`src/rtl/fifomem_mc_pkg.sv`:
```
// Shared definitions for the multi-channel FIFO: default widths and the channel index type.
package fifomem_mc_pkg;

    localparam int DATASIZE     = 8;
    localparam int ADDRSIZE     = 4;
    localparam int CH_AW_DEF    = 2;
    localparam int DEPTH_AW_DEF = ADDRSIZE;
    localparam int CNT_W_DEF    = 16;

    typedef logic [CH_AW_DEF-1:0] ch_t;

endpackage

```
`src/rtl/fifomem_ch_ctrl.sv`:
```
// Per-channel pointer/flag controller: owns wptr, rptr, occupancy and registered full/empty.
module fifomem_ch_ctrl
    import fifomem_mc_pkg::*;
#(
    parameter int DEPTH_AW = DEPTH_AW_DEF
) (
    input  logic              clk,
    input  logic              rst_n,
    input  logic              do_wr,
    input  logic              do_rd,
    input  logic              do_flush,
    output logic [DEPTH_AW:0] wptr,
    output logic [DEPTH_AW:0] rptr,
    output logic [DEPTH_AW:0] occ,
    output logic              full,
    output logic              empty
);

    logic [DEPTH_AW:0] wptr_q, wptr_d;
    logic [DEPTH_AW:0] rptr_q, rptr_d;
    logic [DEPTH_AW:0] occ_q, occ_d;
    logic              full_q, full_d;
    logic              empty_q, empty_d;

    // Flags are derived from the next pointers so they describe post-edge state.
    always_comb begin
        wptr_d  = wptr_q + {{DEPTH_AW{1'b0}}, do_wr};
        rptr_d  = do_flush ? wptr_q : rptr_q + {{DEPTH_AW{1'b0}}, do_rd};
        occ_d   = wptr_d - rptr_d;
        empty_d = (wptr_d == rptr_d);
        full_d  = (wptr_d[DEPTH_AW-1:0] == rptr_d[DEPTH_AW-1:0]) &&
                  (wptr_d[DEPTH_AW] != rptr_d[DEPTH_AW]);
    end

    always_ff @(posedge clk or negedge rst_n) begin
        if (!rst_n) begin
            wptr_q  <= '0;
            rptr_q  <= '0;
            occ_q   <= '0;
            full_q  <= 1'b0;
            empty_q <= 1'b1;
        end else begin
            wptr_q  <= wptr_d;
            rptr_q  <= rptr_d;
            occ_q   <= occ_d;
            full_q  <= full_d;
            empty_q <= empty_d;
        end
    end

    assign wptr  = wptr_q;
    assign rptr  = rptr_q;
    assign occ   = occ_q;
    assign full  = full_q;
    assign empty = empty_q;

endmodule

```
`src/rtl/fifomem_mc.sv`:
```
// Multi-channel FIFO sharing one storage array; define FIFOMEM_MC_ERR_EN for sticky
// overflow/underflow error flags with err_clr.
module fifomem_mc
    import fifomem_mc_pkg::*;
#(
    parameter int DATA_W   = DATASIZE,
    parameter int CH_AW    = CH_AW_DEF,
    parameter int DEPTH_AW = DEPTH_AW_DEF,
    parameter int CNT_W    = CNT_W_DEF
) (
    input  logic                                clk,
    input  logic                                rst_n,
    input  logic                                wr_req,
    input  logic [CH_AW-1:0]                    wr_ch,
    input  logic [DATA_W-1:0]                   wr_data,
    output logic                                wr_acc,
    input  logic                                rd_req,
    input  logic [CH_AW-1:0]                    rd_ch,
    output logic                                rd_acc,
    output logic                                rd_valid,
    output logic [DATA_W-1:0]                   rd_data,
    output logic [CH_AW-1:0]                    rd_ch_out,
    input  logic                                flush,
    input  logic [CH_AW-1:0]                    flush_ch,
    output logic [(1<<CH_AW)-1:0]               full,
    output logic [(1<<CH_AW)-1:0]               empty,
    output logic [(1<<CH_AW)*(DEPTH_AW+1)-1:0]  occ,
`ifdef FIFOMEM_MC_ERR_EN
    output logic [(1<<CH_AW)-1:0]               ovf_err,
    output logic [(1<<CH_AW)-1:0]               udf_err,
    input  logic                                err_clr,
`endif
    output logic [CNT_W-1:0]                    wcnt,
    output logic [CNT_W-1:0]                    rcnt
);

    localparam int NCH   = 1 << CH_AW;
    localparam int DEPTH = 1 << DEPTH_AW;
    localparam int PW    = DEPTH_AW + 1;

    logic [DATA_W-1:0] mem [NCH*DEPTH];

    logic [PW-1:0]  wptr [NCH];
    logic [PW-1:0]  rptr [NCH];
    logic [NCH-1:0] do_wr, do_rd, do_flush;
    logic           wr_blk, rd_blk;
    logic [CH_AW+DEPTH_AW-1:0] wr_addr, rd_addr;

    logic              rd_valid_q, rd_valid_d;
    logic [DATA_W-1:0] rd_data_q, rd_data_d;
    logic [CH_AW-1:0]  rd_ch_q, rd_ch_d;
    logic [CNT_W-1:0]  wcnt_q, wcnt_d;
    logic [CNT_W-1:0]  rcnt_q, rcnt_d;

    // Flush wins over any access to the same channel in the same cycle.
    always_comb begin
        wr_blk   = flush && (flush_ch == wr_ch);
        rd_blk   = flush && (flush_ch == rd_ch);
        wr_acc   = wr_req && !full[wr_ch] && !wr_blk;
        rd_acc   = rd_req && !empty[rd_ch] && !rd_blk;
        wr_addr  = {wr_ch, wptr[wr_ch][DEPTH_AW-1:0]};
        rd_addr  = {rd_ch, rptr[rd_ch][DEPTH_AW-1:0]};
        do_wr    = '0;
        do_rd    = '0;
        do_flush = '0;
        if (wr_acc) do_wr[wr_ch] = 1'b1;
        if (rd_acc) do_rd[rd_ch] = 1'b1;
        if (flush)  do_flush[flush_ch] = 1'b1;
    end

    for (genvar g = 0; g < NCH; g++) begin : g_ch
        fifomem_ch_ctrl #(.DEPTH_AW(DEPTH_AW)) u_ctrl (
            .clk      (clk),
            .rst_n    (rst_n),
            .do_wr    (do_wr[g]),
            .do_rd    (do_rd[g]),
            .do_flush (do_flush[g]),
            .wptr     (wptr[g]),
            .rptr     (rptr[g]),
            .occ      (occ[g*PW +: PW]),
            .full     (full[g]),
            .empty    (empty[g])
        );
    end

    // Storage has no reset; only pointers define what is valid.
    always_ff @(posedge clk) begin
        if (wr_acc) mem[wr_addr] <= wr_data;
    end

    always_comb begin
        rd_valid_d = rd_acc;
        rd_data_d  = rd_data_q;
        rd_ch_d    = rd_ch_q;
        wcnt_d     = wcnt_q;
        rcnt_d     = rcnt_q;
        if (rd_acc) begin
            rd_data_d = mem[rd_addr];
            rd_ch_d   = rd_ch;
            rcnt_d    = rcnt_q + 1'b1;
        end
        if (wr_acc) wcnt_d = wcnt_q + 1'b1;
    end

    always_ff @(posedge clk or negedge rst_n) begin
        if (!rst_n) begin
            rd_valid_q <= 1'b0;
            rd_data_q  <= '0;
            rd_ch_q    <= '0;
            wcnt_q     <= '0;
            rcnt_q     <= '0;
        end else begin
            rd_valid_q <= rd_valid_d;
            rd_data_q  <= rd_data_d;
            rd_ch_q    <= rd_ch_d;
            wcnt_q     <= wcnt_d;
            rcnt_q     <= rcnt_d;
        end
    end

    assign rd_valid  = rd_valid_q;
    assign rd_data   = rd_data_q;
    assign rd_ch_out = rd_ch_q;
    assign wcnt      = wcnt_q;
    assign rcnt      = rcnt_q;

`ifdef FIFOMEM_MC_ERR_EN
    logic [NCH-1:0] ovf_q, ovf_d;
    logic [NCH-1:0] udf_q, udf_d;
    logic [NCH-1:0] ovf_set, udf_set;

    // A set event in the same cycle as err_clr keeps the flag set.
    always_comb begin
        ovf_set = '0;
        udf_set = '0;
        if (wr_req && full[wr_ch])  ovf_set[wr_ch] = 1'b1;
        if (rd_req && empty[rd_ch]) udf_set[rd_ch] = 1'b1;
        ovf_d = ovf_set | (ovf_q & {NCH{!err_clr}});
        udf_d = udf_set | (udf_q & {NCH{!err_clr}});
    end

    always_ff @(posedge clk or negedge rst_n) begin
        if (!rst_n) begin
            ovf_q <= '0;
            udf_q <= '0;
        end else begin
            ovf_q <= ovf_d;
            udf_q <= udf_d;
        end
    end

    assign ovf_err = ovf_q;
    assign udf_err = udf_q;
`endif

endmodule

```
`config.mk`:
```
export PLATFORM = sky130hd
export DESIGN_NAME = fifomem_mc
export DESIGN_NICKNAME = d
export VERILOG_FILES = /design/src/rtl/fifomem_mc_pkg.sv /design/src/rtl/fifomem_ch_ctrl.sv /design/src/rtl/fifomem_mc.sv
export SDC_FILE = /design/constraint.sdc
export NUM_CORES = 1
export LEC_CHECK = 0
export ABC_CLOCK_PERIOD_IN_PS = 4950
export CAP_MARGIN = 20
export CELL_PAD_IN_SITES_DETAIL_PLACEMENT = 1
export CELL_PAD_IN_SITES_GLOBAL_PLACEMENT = 2
export CORE_MARGIN = 3
export CORE_UTILIZATION = 25
export CTS_BUF_LIST = sky130_fd_sc_hd__clkbuf_4
export DETAILED_ROUTE_END_ITERATION = 6
export GPL_TIMING_DRIVEN = 1
export PLACE_DENSITY = 0.45
export SLEW_MARGIN = 25
export SYNTH_ARGS = -nofsm -noshare
export SYNTH_HDL_FRONTEND = slang
export SYNTH_SLANG_ARGS = --single-unit
```
`constraint.sdc`:
```
create_clock -name clk -period 4.95 [get_ports clk]
set_clock_uncertainty 0.15 [all_clocks]
set_input_delay 0.99 -clock clk [delete_from_list [all_inputs] [get_ports clk]]
set_output_delay 0.99 -clock clk [all_outputs]
set_load 0.005 [all_outputs]
```
# ---- Word level (Yosys, flattened, before mapping)
# Memory sizes are Yosys's and may differ from the RTL's. A register that Yosys moved wholly into a read port is not among the register bits.
# Cells that the tools add are included.
dict set report totals {
  reg_bits 103
  ram_bits 512
  out_inout_bits 73
  elab_cells 106
  mem_count 1
}
# memory depth word_bits rd rd_ports_with_merged_regs write_ports line
set mem_list {}
lappend mem_list {mem 64 8 1 1 1 fifomem_mc.sv:41} ;# logic [DATA_W-1:0] mem [NCH*DEPTH];
dict set report classes {
  n_addsub 14
  n_lt_le_gt_ge 8
  eq_ne 14
  mux 25
  bitwise 2
  n_reduce_logical 18
}
# op n
set ops {}
lappend ops {{5-bit by 1-bit adder with 5-bit output} 8}
lappend ops {{16-bit by 1-bit adder with 16-bit output (second input constant)} 2}
lappend ops {{4-bit two-way mux} 7}
lappend ops {{5-bit binary-select mux with 2-bit select} 2}
lappend ops {{5-bit == test} 4}
lappend ops {{5-bit two-way mux} 4}
lappend ops {{5-bit subtractor} 4}
lappend ops {{4-bit == test} 4}
lappend ops {{1-bit logical AND} 13}
lappend ops {{2-bit by 3-bit less-than comparator with 1-bit output (second input constant)} 3}
lappend ops {{1-bit two-way mux} 7}
lappend ops {{1-bit demux with 2-bit select} 3}
lappend ops {{2-bit by 1-bit greater-or-equal comparator with 1-bit output (second input constant)} 3}
lappend ops {{3-bit greater-or-equal comparator (second input constant)} 2}
lappend ops {{2-bit inverter with 3-bit output} 2}
lappend ops {{1-bit zero test} 5}
lappend ops {{1-bit binary-select mux with 2-bit select} 2}
lappend ops {{2-bit == test} 2}
lappend ops {{1-bit inequality test} 4}

# ---- Logic depth before layout (Yosys ltp)
dict set report logic_depth {
  depth_word 10
  ltp_mapped 17
  depth_no_buf 14
}

# ---- By module
# A second synthesis with hierarchy kept.
dict set report hier_totals {
  cells_unflattened 1527
  hier_area_um2 25804.7
}
# module n_inst cells_per_inst area_each_um2
set modules_own_cells {}
lappend modules_own_cells {fifomem_mc 1 1199 22116.2}
lappend modules_own_cells {fifomem_ch_ctrl 4 82 922.1}

# ---- Worst setup path after synthesis
# No wires, ideal clock.
dict set report synth_path {
  path_kind {input port to flip-flop}
  startpoint {input port rd_ch[0]}
  endpoint {register g_ch[1].u_ctrl.occ_q[4]}
  setup_time_ns 0.130
  arrival_ns 4.757
  t_required_ns 4.670
  setup_slack_ns -0.087
  path_stages 17
  n_path_buf 3
  path_cell_list {buf_6 -> mux4_2 -> a311oi_4 -> clkbuf_1 -> buf_2 -> nand2_1 -> nor2_1 -> ha_1 -> ha_1 -> mux2i_1 -> and2_1 -> nor2_1 -> ha_1 -> or2_1 -> maj3_1 -> maj3_1 -> xor2_1}
}
dict set report synth_via {
  elab_chain_len 9
}
# element line
set synth_lines {}
lappend synth_lines {{from (decl)} fifomem_mc.sv:18} ;# input logic [CH_AW-1:0] rd_ch,
lappend synth_lines {{1-bit binary-select mux with 2-bit select} fifomem_mc.sv:60} ;# rd_acc = rd_req && !empty[rd_ch] && !rd_blk;
lappend synth_lines {{1-bit two-way mux (not written as such)} fifomem_mc.sv:60}
lappend synth_lines {{1-bit zero test} fifomem_mc.sv:60}
lappend synth_lines {{1-bit logical AND} fifomem_mc.sv:60}
lappend synth_lines {{1-bit logical AND *} fifomem_mc.sv:60}
lappend synth_lines {{via rd_acc} fifomem_mc.sv:19} ;# output logic rd_acc,
lappend synth_lines {{4-bit two-way mux *} fifomem_mc.sv:67} ;# if (rd_acc) do_rd[rd_ch] = 1'b1;
lappend synth_lines {{5-bit by 1-bit adder with 5-bit output *} fifomem_ch_ctrl.sv:28} ;# rptr_d = do_flush ? wptr_q : rptr_q + {{DEPTH_AW{1'b0}}, do_rd};
lappend synth_lines {{5-bit two-way mux *} fifomem_ch_ctrl.sv:28}
lappend synth_lines {{5-bit subtractor *} fifomem_ch_ctrl.sv:29} ;# occ_d = wptr_d - rptr_d;
lappend synth_lines {{via g_ch[1].u_ctrl.occ_d[4]} fifomem_ch_ctrl.sv:21} ;# logic [DEPTH_AW:0] occ_q, occ_d;
lappend synth_lines {{to (signal assigned)} fifomem_ch_ctrl.sv:39} ;# occ_q <= '0;
lappend synth_lines {{to (signal assigned)} fifomem_ch_ctrl.sv:45} ;# occ_q <= occ_d;
lappend synth_lines {{to (decl)} fifomem_ch_ctrl.sv:21}
# Mark *: on every way through the listed nets, which the timed path passes. The rest lies on a longest branch. The select of a mux whose other input is x is not followed.
# A chain may end at the register's enable or synchronous reset.

# ---- Worst setup path in the final report
dict set report layout_path {
  startpoint {input port rd_ch[0]}
  endpoint {output port rd_acc}
}
dict set report layout_via {
  elab_chain_len 5
}
# element line
set layout_lines {}
lappend layout_lines {{1-bit binary-select mux with 2-bit select} fifomem_mc.sv:60}
lappend layout_lines {{1-bit two-way mux (not written as such)} fifomem_mc.sv:60}
lappend layout_lines {{1-bit zero test} fifomem_mc.sv:60}
lappend layout_lines {{1-bit logical AND} fifomem_mc.sv:60}
lappend layout_lines {{1-bit logical AND *} fifomem_mc.sv:60}
lappend layout_lines {{to (decl)} fifomem_mc.sv:19}
# Mark *: on every way between the ends. The rest lies on a longest branch, timed or not. The select of a mux whose other input is x is not followed.

==> flow_summary.ini <==
[finish]
nets = 1861
postLayoutCoreUtil_pct = 30.93
drive_above_1_share_pct = 27.74
final_cell_mix = edfxtp_1, clkbuf_4, buf_4
final_non_filler_cell_area_sq_um = 31020
layout_commonest_cell = edfxtp_1
signed_area_change_from_the_synthesized_netlist_to_the_final_layout_pct = 22.36

[worst_setup_path]
critical_path.top_delay_family = buffers and inverters
crit_buf_inv = 4
crit_end_element = output pin
crit_chain = clkdlybuf4s50_1 -> mux4_2 -> a311oi_4 -> buf_4 -> buf_4 -> clkdlybuf4s50_1
critical_path_class = in2out
critPathMaxFanout = 23
max_stage_delay_ps = 580
worstSetupStartpointType = primary input
cp_slowest_cell = clkdlybuf4s50_1
worstPathRequired_ps = 3810
cp_data_arrival_time_ps = 3430

[route]
drtPass1Iterations = 5
drt-vias-per-instance = 4.357
antenna_left = 0
drt_drc_violations_left = 0
drt-total-wl_um = 75980
drt_iter0_drc = 860
detail_route.wl_per_cell_um = 22.89
via_count = 14465

[power]
power_frac_comb_pct = 32.1
reported_leakage_power_nw = 11.11
sw_frac_of_total_pct = 33.55
power_density_nw_per_um2 = 548.8
power.internal_w = 0.01131
clock_power_share_pct = 29.4
seqPwrFrac_pct = 38.5
vdd_drop_max_mv = 0.3007
switchingPower_w = 0.005712

[place]
dpl-instance-area_sq_um = 28610
place.detailed.hpwl_um = 48170
gp_congestion = 0.7398
place.port_buffers = 91

[synthesis]
yosysTopAreaCellShare_pct = 60.64
synth.cell_area_sq_um = 25350
synth_cells = 1479
netlist-cell-type-count = 50
synth_enable_flop_cells = 512
share_of_synthesized_area_occupied_by_flip_flops_and_latches_pct = 71.61
synthArstFlopShare_pct = 17.82
syn_area_per_cell_sq_um = 17.14
syn_nets = 1524
synthTopCellsByArea = edfxtp_1, dfrtp_1, mux4_2
yosys_warnings = 0
synth-main-ff-cell = edfxtp_1
synth_seq_cells = 623
yosysTopAreaCell = edfxtp_1

[worst_hold_path]
worst_hold_path_type = reg2reg

[cts]
number_of_buffers_created_by_cts = 180
cts_repair_resize_count = 0
ctsHoldBuffers = 1
cts_tree = done
worst_skew_pair.late_latency_ps = 1030
cts_setup_buffers = 0
clock_sink_count = 623
cts.reportedPaths.clkPinSlew_ps = 60
clock_tree_buffer_depth = 3
clock_root_buffer = clkbuf_4
htree_levels = 4

[floorplanning]
die_area_sq_um = 105300
dieWidth_um = 324.5
rows = 116
die_height_um = 324.5
top_level_ports = 92
start_util_pct = 25.28
fp.coreArea_sq_um = 100300

[grt]
grt_pass1_wl_um = 111600
largest_net_degree_at_the_start_of_global_routing = 88
first_global_vias = 16186
number_of_antenna_violations_at_the_first_check_in_global_routing = 2
grt_overflow_total = 0
globalRouteTotalUtil_pct = 14.52

[timing]
timing_worst_slew_pin_value_ps = 949.1
finalMaxSlewViolations = 0
finalSetupViolCount = 0
setup_repair_after_global_routing_missed_its_margin = no
slew_headroom_pct = 36.72
final_critical_delay_including_setup_and_external_delays_ps = 4575
fin_worst_hold_slack_ps = 338.1
achievable-frequency_mhz = 218.6
hold_violations = 0
min_period_over_period_pct = 92.42

[job]
maxCapViolations = 0

[outcome]
run_status = complete, no violations
## through the flow
step                power [W]  setup WS, ps  setup TNS (ps)  instances
floorplan            0.009794         53.55               0       1479
global placement      0.01236        -27.50          -27.50       2990
detailed placement    0.01235        -50.17          -50.17       2990
CTS                   0.01756         244.0               0       3318
global route          0.01818         263.4               0       3320
finish                0.01703         375.3               0       3320
## Yosys cell counts, types with 15 or more instances
master,count
inv_1,35
a22oi_1,15
mux4_2,82
a221oi_1,39
xnor2_1,48
o21ai_0,21
nand3_1,33
mux2i_1,115
ha_1,26
nand2_1,64
buf_4,17
buf_2,15
dfrtp_1,107
nor2_1,100
edfxtp_1,512
o21ai_1,28
xor2_1,40
clkbuf_1,28
## state kept, by name, summed over array words and instances (netlist names)
signal and cells:
g_ch.u_ctrl.empty 4, rcnt 16, rd_valid 1, rd_ch_out 2, wcnt 16, mem 512
g_ch.u_ctrl.occ 20, g_ch.u_ctrl.wptr 20, g_ch.u_ctrl.full 4, g_ch.u_ctrl.rptr 20, rd_data 8
## routing by layer
| metal | GRT usage (%) | wire (um) | vias up |
|---|---|---|---|
| met2 | 24.14 | 37440 | 288 |
| met1 | 18.79 | 34330 | 7525 |
| met3 | 3.265 | 2732 | 120 |
| met5 | 0 | 0 | - |
| li1 | - | - | 6532 |
| met4 | 4.754 | 1485 | 0 |
## kinds of logic (layout without fill, tap and decap cells)
| family | Yosys count | after routing | synth area share, % |
|---|---|---|---|
| flops | 623 | 623 | 71.61 |
| simple gates | 260 | 260 | 4.772 |
| mux | 209 | 209 | 12.36 |
| compound gates | 148 | 148 | 4.165 |
| buf+inv | 113 | 595 | 2.295 |
| xor+xnor | 88 | 88 | 3.040 |
| fa+ha+maj | 38 | 38 | 1.757 |
| other cells | 0 | 2 | 0 |
## final timing paths
kind / startpoint / to / slack [ps] / cells past startpoint
max in group asynchronous: rst_n / rd_data[4] / 3180 / 3
worst max register to register: g_ch[0].u_ctrl.full / g_ch[2].u_ctrl.occ[4] / 1110 / 13
worst min register to register: wcnt[15] / wcnt[15] / 340 / 1
worst min-delay path: wcnt[15] / wcnt[15] / 340 / 1
worst max-delay path: rd_ch[0] / rd_acc / 380 / 6
min in group asynchronous: rst_n / wcnt[11] / 460 / 2
## power groups by stage
stage               Sequential (W)  Clock (W)  Combinational (W)
finish                     0.00655    0.00501            0.00546
floorplan                  0.00650          0            0.00330
global route               0.00662    0.00555            0.00601
detailed placement         0.00668          0            0.00567
global placement           0.00668          0            0.00567
CTS                        0.00658    0.00528            0.00571
## cell type report
type	instances	area, sq um
Clock inverter	50	317.8
Inverter	35	131.4
Antenna cell	2	5.005
Timing Repair Buffer	233	2013
Clock buffer	277	2079
Fill cell	10528	69270
Sequential cell	623	18160
Multi-Input combinational cell	743	6623
Tap cell	1357	1698
No activity file was read; power rests on OpenSTA's default activity.
